===== src/rtl/hazard_pkg.sv =====
// Shared types and constants for the forwarding/hazard controller.
//   entry_t      : one in-flight instruction record (valid, rd, reg_write, is_load)
//   FWD_SEL_RF   : forwarding select value meaning "read the register file"
//   sel_width()  : width of a forwarding select for a given number of entries
package hazard_pkg;

  // rd is stored at a fixed maximum width so the struct can live in a package;
  // narrower register addresses are zero-extended on entry and on compare.
  localparam int unsigned MAX_REG_ADDR_W = 8;
  localparam int unsigned FWD_SEL_RF     = 0;

  typedef struct packed {
    logic                      valid;
    logic [MAX_REG_ADDR_W-1:0] rd;
    logic                      reg_write;
    logic                      is_load;
  } entry_t;

  // Select encodes 0 (register file) plus one code per tracked entry.
  function automatic int unsigned sel_width(input int unsigned stages);
    return $clog2(stages + 1);
  endfunction

endpackage


===== src/rtl/hazard_fwd_ctrl_fwd_match_prio.sv =====
// Youngest-producer search for one source operand.
//   entries : in-flight records, index 0 is the youngest (EX)
//   src     : source register, zero-extended to MAX_REG_ADDR_W
//   hit     : some valid writer of src is in flight
//   is_load : the youngest matching writer is a load
//   idx     : index of the youngest matching entry (valid when hit=1)
module fwd_match_prio
  import hazard_pkg::*;
#(
  parameter int unsigned STAGES = 2,
  parameter int unsigned IDX_W  = 2
) (
  input  entry_t                    entries [STAGES],
  input  logic [MAX_REG_ADDR_W-1:0] src,
  output logic                      hit,
  output logic                      is_load,
  output logic [IDX_W-1:0]          idx
);

  // Scan oldest to youngest so the last assignment is the youngest match.
  always_comb begin
    hit     = 1'b0;
    is_load = 1'b0;
    idx     = '0;
    for (int j = int'(STAGES) - 1; j >= 0; j--) begin
      if (entries[j].valid && entries[j].reg_write && (entries[j].rd == src)) begin
        hit     = 1'b1;
        is_load = entries[j].is_load;
        idx     = IDX_W'(j);
      end
    end
  end

endmodule


===== src/rtl/hazard_fwd_ctrl.sv =====
// Forwarding and load-use hazard controller for the in-order pipeline.
// Tracks the destination registers of in-flight instructions in a shift
// pipeline and, for both ID source operands, picks the youngest producer.
//   clk, rst          : clock, synchronous active-high reset
//   id_*              : ID-stage instruction fields
//   flush             : squash the ID instruction and entry0
//   fwd_sel_a/b       : 0 = register file, k = entry k-1 (combinational)
//   stall             : load-use hazard, hold PC and IF/ID (combinational)
// Optional (HAZARD_FWD_PERF_EN): stall_cnt, fwd_cnt saturating 16-bit counters.
module hazard_fwd_ctrl
  import hazard_pkg::*;
#(
  parameter  int unsigned REG_ADDR_W = 3,
  parameter  int unsigned STAGES     = 2,
  parameter  int unsigned LOAD_LAT   = 1,
  localparam int unsigned SEL_W      = sel_width(STAGES)
) (
  input  logic                  clk,
  input  logic                  rst,
  input  logic                  id_valid,
  input  logic [REG_ADDR_W-1:0] id_rs1,
  input  logic [REG_ADDR_W-1:0] id_rs2,
  input  logic [REG_ADDR_W-1:0] id_rd,
  input  logic                  id_reg_write,
  input  logic                  id_is_load,
  input  logic                  flush,
  output logic [SEL_W-1:0]      fwd_sel_a,
  output logic [SEL_W-1:0]      fwd_sel_b,
  output logic                  stall
`ifdef HAZARD_FWD_PERF_EN
  ,
  output logic [15:0]           stall_cnt,
  output logic [15:0]           fwd_cnt
`endif
);

  entry_t             entries [STAGES];
  logic               hit_a, hit_b;
  logic               ld_a, ld_b;
  logic [SEL_W-1:0]   idx_a, idx_b;
  logic               haz_a, haz_b;

  fwd_match_prio #(.STAGES(STAGES), .IDX_W(SEL_W)) u_match_a (
    .entries (entries),
    .src     (MAX_REG_ADDR_W'(id_rs1)),
    .hit     (hit_a),
    .is_load (ld_a),
    .idx     (idx_a)
  );

  fwd_match_prio #(.STAGES(STAGES), .IDX_W(SEL_W)) u_match_b (
    .entries (entries),
    .src     (MAX_REG_ADDR_W'(id_rs2)),
    .hit     (hit_b),
    .is_load (ld_b),
    .idx     (idx_b)
  );

  // A load is not forwardable until it reaches entry LOAD_LAT.
  always_comb begin
    haz_a = id_valid & hit_a & ld_a & (32'(idx_a) < LOAD_LAT);
    haz_b = id_valid & hit_b & ld_b & (32'(idx_b) < LOAD_LAT);
    stall = haz_a | haz_b;
    fwd_sel_a = SEL_W'(FWD_SEL_RF);
    fwd_sel_b = SEL_W'(FWD_SEL_RF);
    if (id_valid && hit_a && !haz_a) fwd_sel_a = SEL_W'(idx_a + SEL_W'(1));
    if (id_valid && hit_b && !haz_b) fwd_sel_b = SEL_W'(idx_b + SEL_W'(1));
  end

  // Shift pipeline; entry0 takes the ID instruction or a bubble, and a
  // flush squashes whatever was in entry0 as it moves to entry1.
  always_ff @(posedge clk) begin
    if (rst) begin
      for (int i = 0; i < int'(STAGES); i++) entries[i] <= '0;
    end else begin
      entries[0].valid     <= id_valid & ~stall & ~flush;
      entries[0].rd        <= MAX_REG_ADDR_W'(id_rd);
      entries[0].reg_write <= id_reg_write;
      entries[0].is_load   <= id_is_load;
      for (int i = 1; i < int'(STAGES); i++) begin
        entries[i] <= entries[i-1];
        if (i == 1) entries[i].valid <= entries[0].valid & ~flush;
      end
    end
  end

`ifdef HAZARD_FWD_PERF_EN
  // Saturating event counters.
  always_ff @(posedge clk) begin
    if (rst) begin
      stall_cnt <= '0;
      fwd_cnt   <= '0;
    end else begin
      if (stall && (stall_cnt != 16'hFFFF)) stall_cnt <= stall_cnt + 16'd1;
      if (id_valid && !stall && ((fwd_sel_a != '0) || (fwd_sel_b != '0)) &&
          (fwd_cnt != 16'hFFFF))
        fwd_cnt <= fwd_cnt + 16'd1;
    end
  end
`endif

endmodule


===== config.mk =====
export PLATFORM = sky130hd
export DESIGN_NAME = hazard_fwd_ctrl
export DESIGN_NICKNAME = d
export VERILOG_FILES = /design/src/rtl/hazard_pkg.sv /design/src/rtl/hazard_fwd_ctrl_fwd_match_prio.sv /design/src/rtl/hazard_fwd_ctrl.sv
export SDC_FILE = /design/constraint.sdc
export NUM_CORES = 1
export LEC_CHECK = 0
export ABC_AREA = 1
export CAP_MARGIN = 15
export CELL_PAD_IN_SITES_DETAIL_PLACEMENT = 1
export CELL_PAD_IN_SITES_GLOBAL_PLACEMENT = 1
export CORE_ASPECT_RATIO = 1.1
export CORE_MARGIN = 5
export CORE_UTILIZATION = 31
export DETAILED_ROUTE_END_ITERATION = 12
export PLACE_DENSITY_LB_ADDON = 0.2
export SYNTH_ARGS = -nofsm -noshare
export SYNTH_HDL_FRONTEND = slang
export SYNTH_SLANG_ARGS = --single-unit

===== constraint.sdc =====
create_clock -name clk -period 2.05 [get_ports clk]
set_input_delay 0.41 -clock clk [delete_from_list [all_inputs] [get_ports clk]]
set_output_delay 0.41 -clock clk [all_outputs]
set_load 0.05 [all_outputs]

**Word level (Yosys, flattened, before mapping)**

Index checks and enable logic that the tools add are counted.

- Word-level logic and storage cells: 55
- Output and inout port bits: 5
- Input bits: 15
- Register bits: 22

- Reduce and logical (&&, ||, !) cells: 12
- Muxes and demuxes: 14
- Magnitude comparators: 2
- Eq/ne operators: 4
- Add/subtract/negate cells: 2
- Bitwise operators: 12

Operators with widths:

| operator | number |
|---|---|
| $eq A8 B3 Y1 | 4 |
| $mux W1 | 12 |
| $logic_and A1 B1 Y1 | 10 |
| $and A1 B1 Y1 | 9 |
| $add A2 B1 Y2 const B | 2 |
| $lt A2 B1 Y1 const B | 2 |
| $mux W2 | 2 |
| $logic_not A1 Y1 | 2 |
| $not A1 Y1 | 2 |
| $or A1 B1 Y1 | 1 |

**Longest topological paths before layout**

Gate-level depths: netlist of run 1.

- Word-level depth: 11
- Depth in mapped cells: 7
- Gate-level depth less buffers: 7

**By module**

Synthesis of run 1 repeated with hierarchy kept, for this count alone.

- Cell total of the unflattened synthesis: 217
- Area, all modules: 1144.8 µm²

By module, submodules not included:

| module | cells each | area each (µm²) | sequential area each (µm²) | instances |
|---|---|---|---|---|
| fwd_match_prio | 77 | 341.6 | 0.0 | 2 |
| hazard_fwd_ctrl | 63 | 461.7 | 240.2 | 1 |

**Least setup slack after synthesis of run 1**

No wires, ideal clock.

- Kind: input to output
- Start point: input port id_rs1[0]
- End point: output port fwd_sel_a[1]
- Cell stages on the path: 3
- Data required time: 1640 ps
- Path slack: 232 ps
- Data arrival time: 1408 ps
- Buffers on the path: 0
- Cells stage by stage: xnor2_1 nand4_1 a21oi_1

- Cells in the longest elaborated chain, start to end: 10
- Elaborated cells between the ends (all ways): 19
- Those cells by class: add/sub: 1; order compare: 1; eq/ne: 2; mux: 7; bitwise: 3; reduce/logical: 5

Ends and longest elaborated chain:

| what | RTL line | source |
|---|---|---|
| start: declaration | hazard_fwd_ctrl.sv:21 | `input logic [REG_ADDR_W-1:0] id_rs1,` |
| $eq A8 B3 Y1 | hazard_fwd_ctrl_fwd_match_prio.sv:26 | `if (entries[j].valid && entries[j].reg_write && (entries[j].rd == src)) begin` |
| $logic_and A1 B1 Y1 | hazard_fwd_ctrl_fwd_match_prio.sv:26 |  |
| $mux W1 (2 in a row) | hazard_fwd_ctrl_fwd_match_prio.sv:26 |  |
| $and A1 B1 Y1 (3 in a row) | hazard_fwd_ctrl.sv:61 | `haz_a = id_valid & hit_a & ld_a & (32'(idx_a) < LOAD_LAT);` |
| $logic_not A1 Y1 | hazard_fwd_ctrl.sv:66 | `if (id_valid && hit_a && !haz_a) fwd_sel_a = SEL_W'(idx_a + SEL_W'(1));` |
| $logic_and A1 B1 Y1 | hazard_fwd_ctrl.sv:66 |  |
| $mux W2 * | hazard_fwd_ctrl.sv:66 |  |
| end: declaration | hazard_fwd_ctrl.sv:27 | `output logic [SEL_W-1:0] fwd_sel_a,` |

Mark *: on every way between the ends. The rest lies on a longest branch, timed or not.

**Worst setup path after layout of run 1**

- Start point: input port id_valid
- End point: output port fwd_sel_a[1]

- Cells in the longest elaborated chain, start to end: 6
- Elaborated cells between the ends (all ways): 7
- Those cells by class: mux: 1; bitwise: 3; reduce/logical: 3

Ends and longest elaborated chain:

| what | RTL line | source |
|---|---|---|
| start: declaration | hazard_fwd_ctrl.sv:20 | `input logic id_valid,` |
| $and A1 B1 Y1 (3 in a row) | hazard_fwd_ctrl.sv:61 |  |
| $logic_not A1 Y1 | hazard_fwd_ctrl.sv:66 |  |
| $logic_and A1 B1 Y1 * | hazard_fwd_ctrl.sv:66 |  |
| $mux W2 * | hazard_fwd_ctrl.sv:66 |  |

Marks and branches as above.

==> flow_metrics.tcl, run 1 <==
set metrics [dict create \
    ys_seq_elements 11 \
    ctsHoldBuffers 0 \
    worstSkewPairLatency_ns 0.27 \
    grt_pass1_vias 633 \
    worstSetupPathType "primary input to output pin" \
    final_util_pct 50.9 \
    largest_register "entries" \
    grt_max_degree 12 \
    vias 593 \
    synth_top_family_by_area "simple AND/OR/NAND/NOR gates" \
    vdd_drop_max_mv 0.372 \
    synth_xor_area_share_pct 7.56 \
    slowest_delay_ns 0.48 \
    fp.dieH_um 55.3 \
    max_cap_viol_count 0 \
    reg2reg_slack_ns 0.89 \
    drt_wl_total_mm 1.53 \
    place_ws_ns -0.0593 \
    layout.nets 131 \
    yosys_warnings 0 \
    hold_viol_final 0 \
    multi_input_area_sq_um 293 \
    final_common_cell "nand2_1" \
    tns_ns 0 \
    largest_reg_flops 11 \
    rsz0062_at_grt "no" \
    place.gp.congestion 0.744 \
    hpwlAfterDp_mm 1.22 \
    crit_arrival_ns 1.56 \
    cp_slowest_cell "clkdlybuf4s50_1" \
    cts_tree "done" \
    syn2layout_area_growth_pct 56.6 \
    drt_first_iter_violations 5 \
    status "complete, no violations" \
    max_freq_mhz 507 \
    endpoint_kind "output pin" \
    initial_core_util_pct 32.5 \
    cp.required_ns 1.64 \
    antenna_found_initial 0 \
    hold_class "flop to flop" \
    drc 0 \
    path_clk_slew_ns 0.07 \
    cts_made_buffers 3 \
    powerDensity_mw_per_mm2 503 \
    fin_ws_ns 0.0785 \
    period_needed_ns 1.97 \
    slew_violations 0 \
    viasPerCell 4.46 \
    final_cell_mix "23 x nand2_1, 17 x inv_1, 12 x nor2_1, 11 x dfxtp_1, 8 x clkdlybuf4s50_1" \
    startpoint_type "primary input" \
    fp.dieArea_sq_mm 0.00283 \
    placementRows 16 \
    layout-drive-gt1-share_pct 23.5 \
    grt_usage_pct 11.8 \
    worst_pin_slew_ns 0.432 \
    regArea_sq_um 220 \
    dr.pass1.iters 4 \
    synth.cell_area_sq_um 579 \
    diodes 0 \
    synth_compound_area_share_pct 3.89 \
    critPathTopFamily "buffers and inverters" \
    grt_pass1_wl_mm 2.54 \
    setup_violations 0 \
    p_leak_nw 0.482 \
    routedWlPerCell_um 11.5 \
    synth_fa_ha_area_share_pct 0 \
    path_cells "clkdlybuf4s50_1 > nand3_1 > inv_1 > nand4_1 > a21oi_1 > buf_12" \
    ys_seq_area_share_pct 38.0 \
    numPortBuffers 19 \
    synthCells 90 \
    pin_count 20 \
    fillers 237 \
    syn_nets 105 \
    hold_ws_ns 0.433 \
    largestRegisters "entries x11" \
    die_x_um 51.2 \
    synth_cell_types 16 \
    synth_mux_area_share_pct 0 \
    cts-root-buf "clkbuf_4" \
    syn_area_per_cell_sq_um 6.44 \
    period_share_pct 96.2 \
    cts.path.max_buffers 2 \
    htreeDepth 1 \
    coreArea_sq_mm 0.00178 \
    path_max_fanout 2 \
    crit_buf_inv 3 \
    synthSimpleGateAreaFrac_pct 36.1 \
    clock_skew_ns 0.00529 \
    antenna_left 0 \
    overflow 0 \
    slew_headroom_pct 71.1 \
    cts.sinks 11 \
]
## where the power goes
group | internal, mW | switching, mW | leakage, nW | total, mW
combinational | 0.0411 | 0.0374 | 0.376 | 0.0786
sequential | 0.223 | 0.00670 | 0.0908 | 0.230
clock | 0.0753 | 0.0730 | 0.0150 | 0.148
## layer usage
| metal | up-vias | routed length [um] | GRT usage [%] |
|---|---|---|---|
| met5 | - | 0 | 0 |
| met2 | 12 | 822 | 21.4 |
| li1 | 307 | - | - |
| met1 | 272 | 608 | 11.9 |
| met4 | 0 | 15 | 5.62 |
| met3 | 2 | 84 | 3.76 |
## worst min-delay path, cell delays in order (launching register included)
cell and delay, ns:
dfxtp_1 0.31, inv_1 0.05, nor2_1 0.03
## synthesized netlist by cell type
master / instances / area share (%)
nand2_1: 23 / 15
inv_1: 18 / 12
a21oi_2: 2 / 3.0
xor2_1: 1 / 1.5
nand2_2: 2 / 2.2
a21oi_1: 1 / 0.86
nand4_1: 2 / 2.2
nor3b_1: 1 / 1.3
nor2_1: 16 / 10
nor2_2: 3 / 3.2
dfxtp_1: 11 / 38
nand3_1: 1 / 0.86
or2_2: 1 / 1.1
xnor2_1: 4 / 6.0
inv_2: 3 / 1.9
buf_2: 1 / 0.86
## cell families (layout without fill, tap and decap cells)
group / Yosys count / count (layout)
flip-flops: 11 / 11
AND/OR/NAND/NOR: 49 / 49
buffers and inverters: 22 / 47
AO/OA/AOI/OAI: 3 / 3
XOR/XNOR: 5 / 5
## stage by stage
| stage | instance area, sq um | cells | power [mW] |
|---|---|---|---|
| finish | 907 | 133 | 0.457 |
| floorplan | 579 | 90 | 0.271 |
| CTS | 882 | 132 | 0.464 |
| global route | 907 | 133 | 0.490 |
| detailed placement | 852 | 128 | 0.315 |
| global placement | 852 | 128 | 0.312 |
## what timing repair did
| action | CTS | global route |
|---|---|---|
| hold endpoints to repair | 0 | 0 |
| pin swaps | 1 | 3 |
| gates resized for setup | 6 | 6 |
| buffers inserted | 0 | 1 |
| endpoints found under the setup margin | 4 | 3 |
## final timing paths
path,from,end,cells past startpoint
worst min-delay path,entries[12],entries[1],2
worst min register to register,entries[12],entries[1],2
worst max register to register,entries[13],entries[21],8
worst max-delay path,id_valid,fwd_sel_a[1],6
## area by class of cell
cell class | count | share of cell area [%]
repair buffers | 22 | 29.4
flip-flops and latches | 11 | 24.3
clock buffers | 4 | 2.90
multi-input cells | 57 | 32.3
well taps | 18 | 2.48
inverters | 21 | 8.69
Note: power is estimated with default switching activity, not from simulation.
==> inputs of run 2 (changes only) <==
SLEW_MARGIN = 20   (was not set)
==> results of run 2 <==
The final DEF is identical to that of run 1; final timing and power are the same.
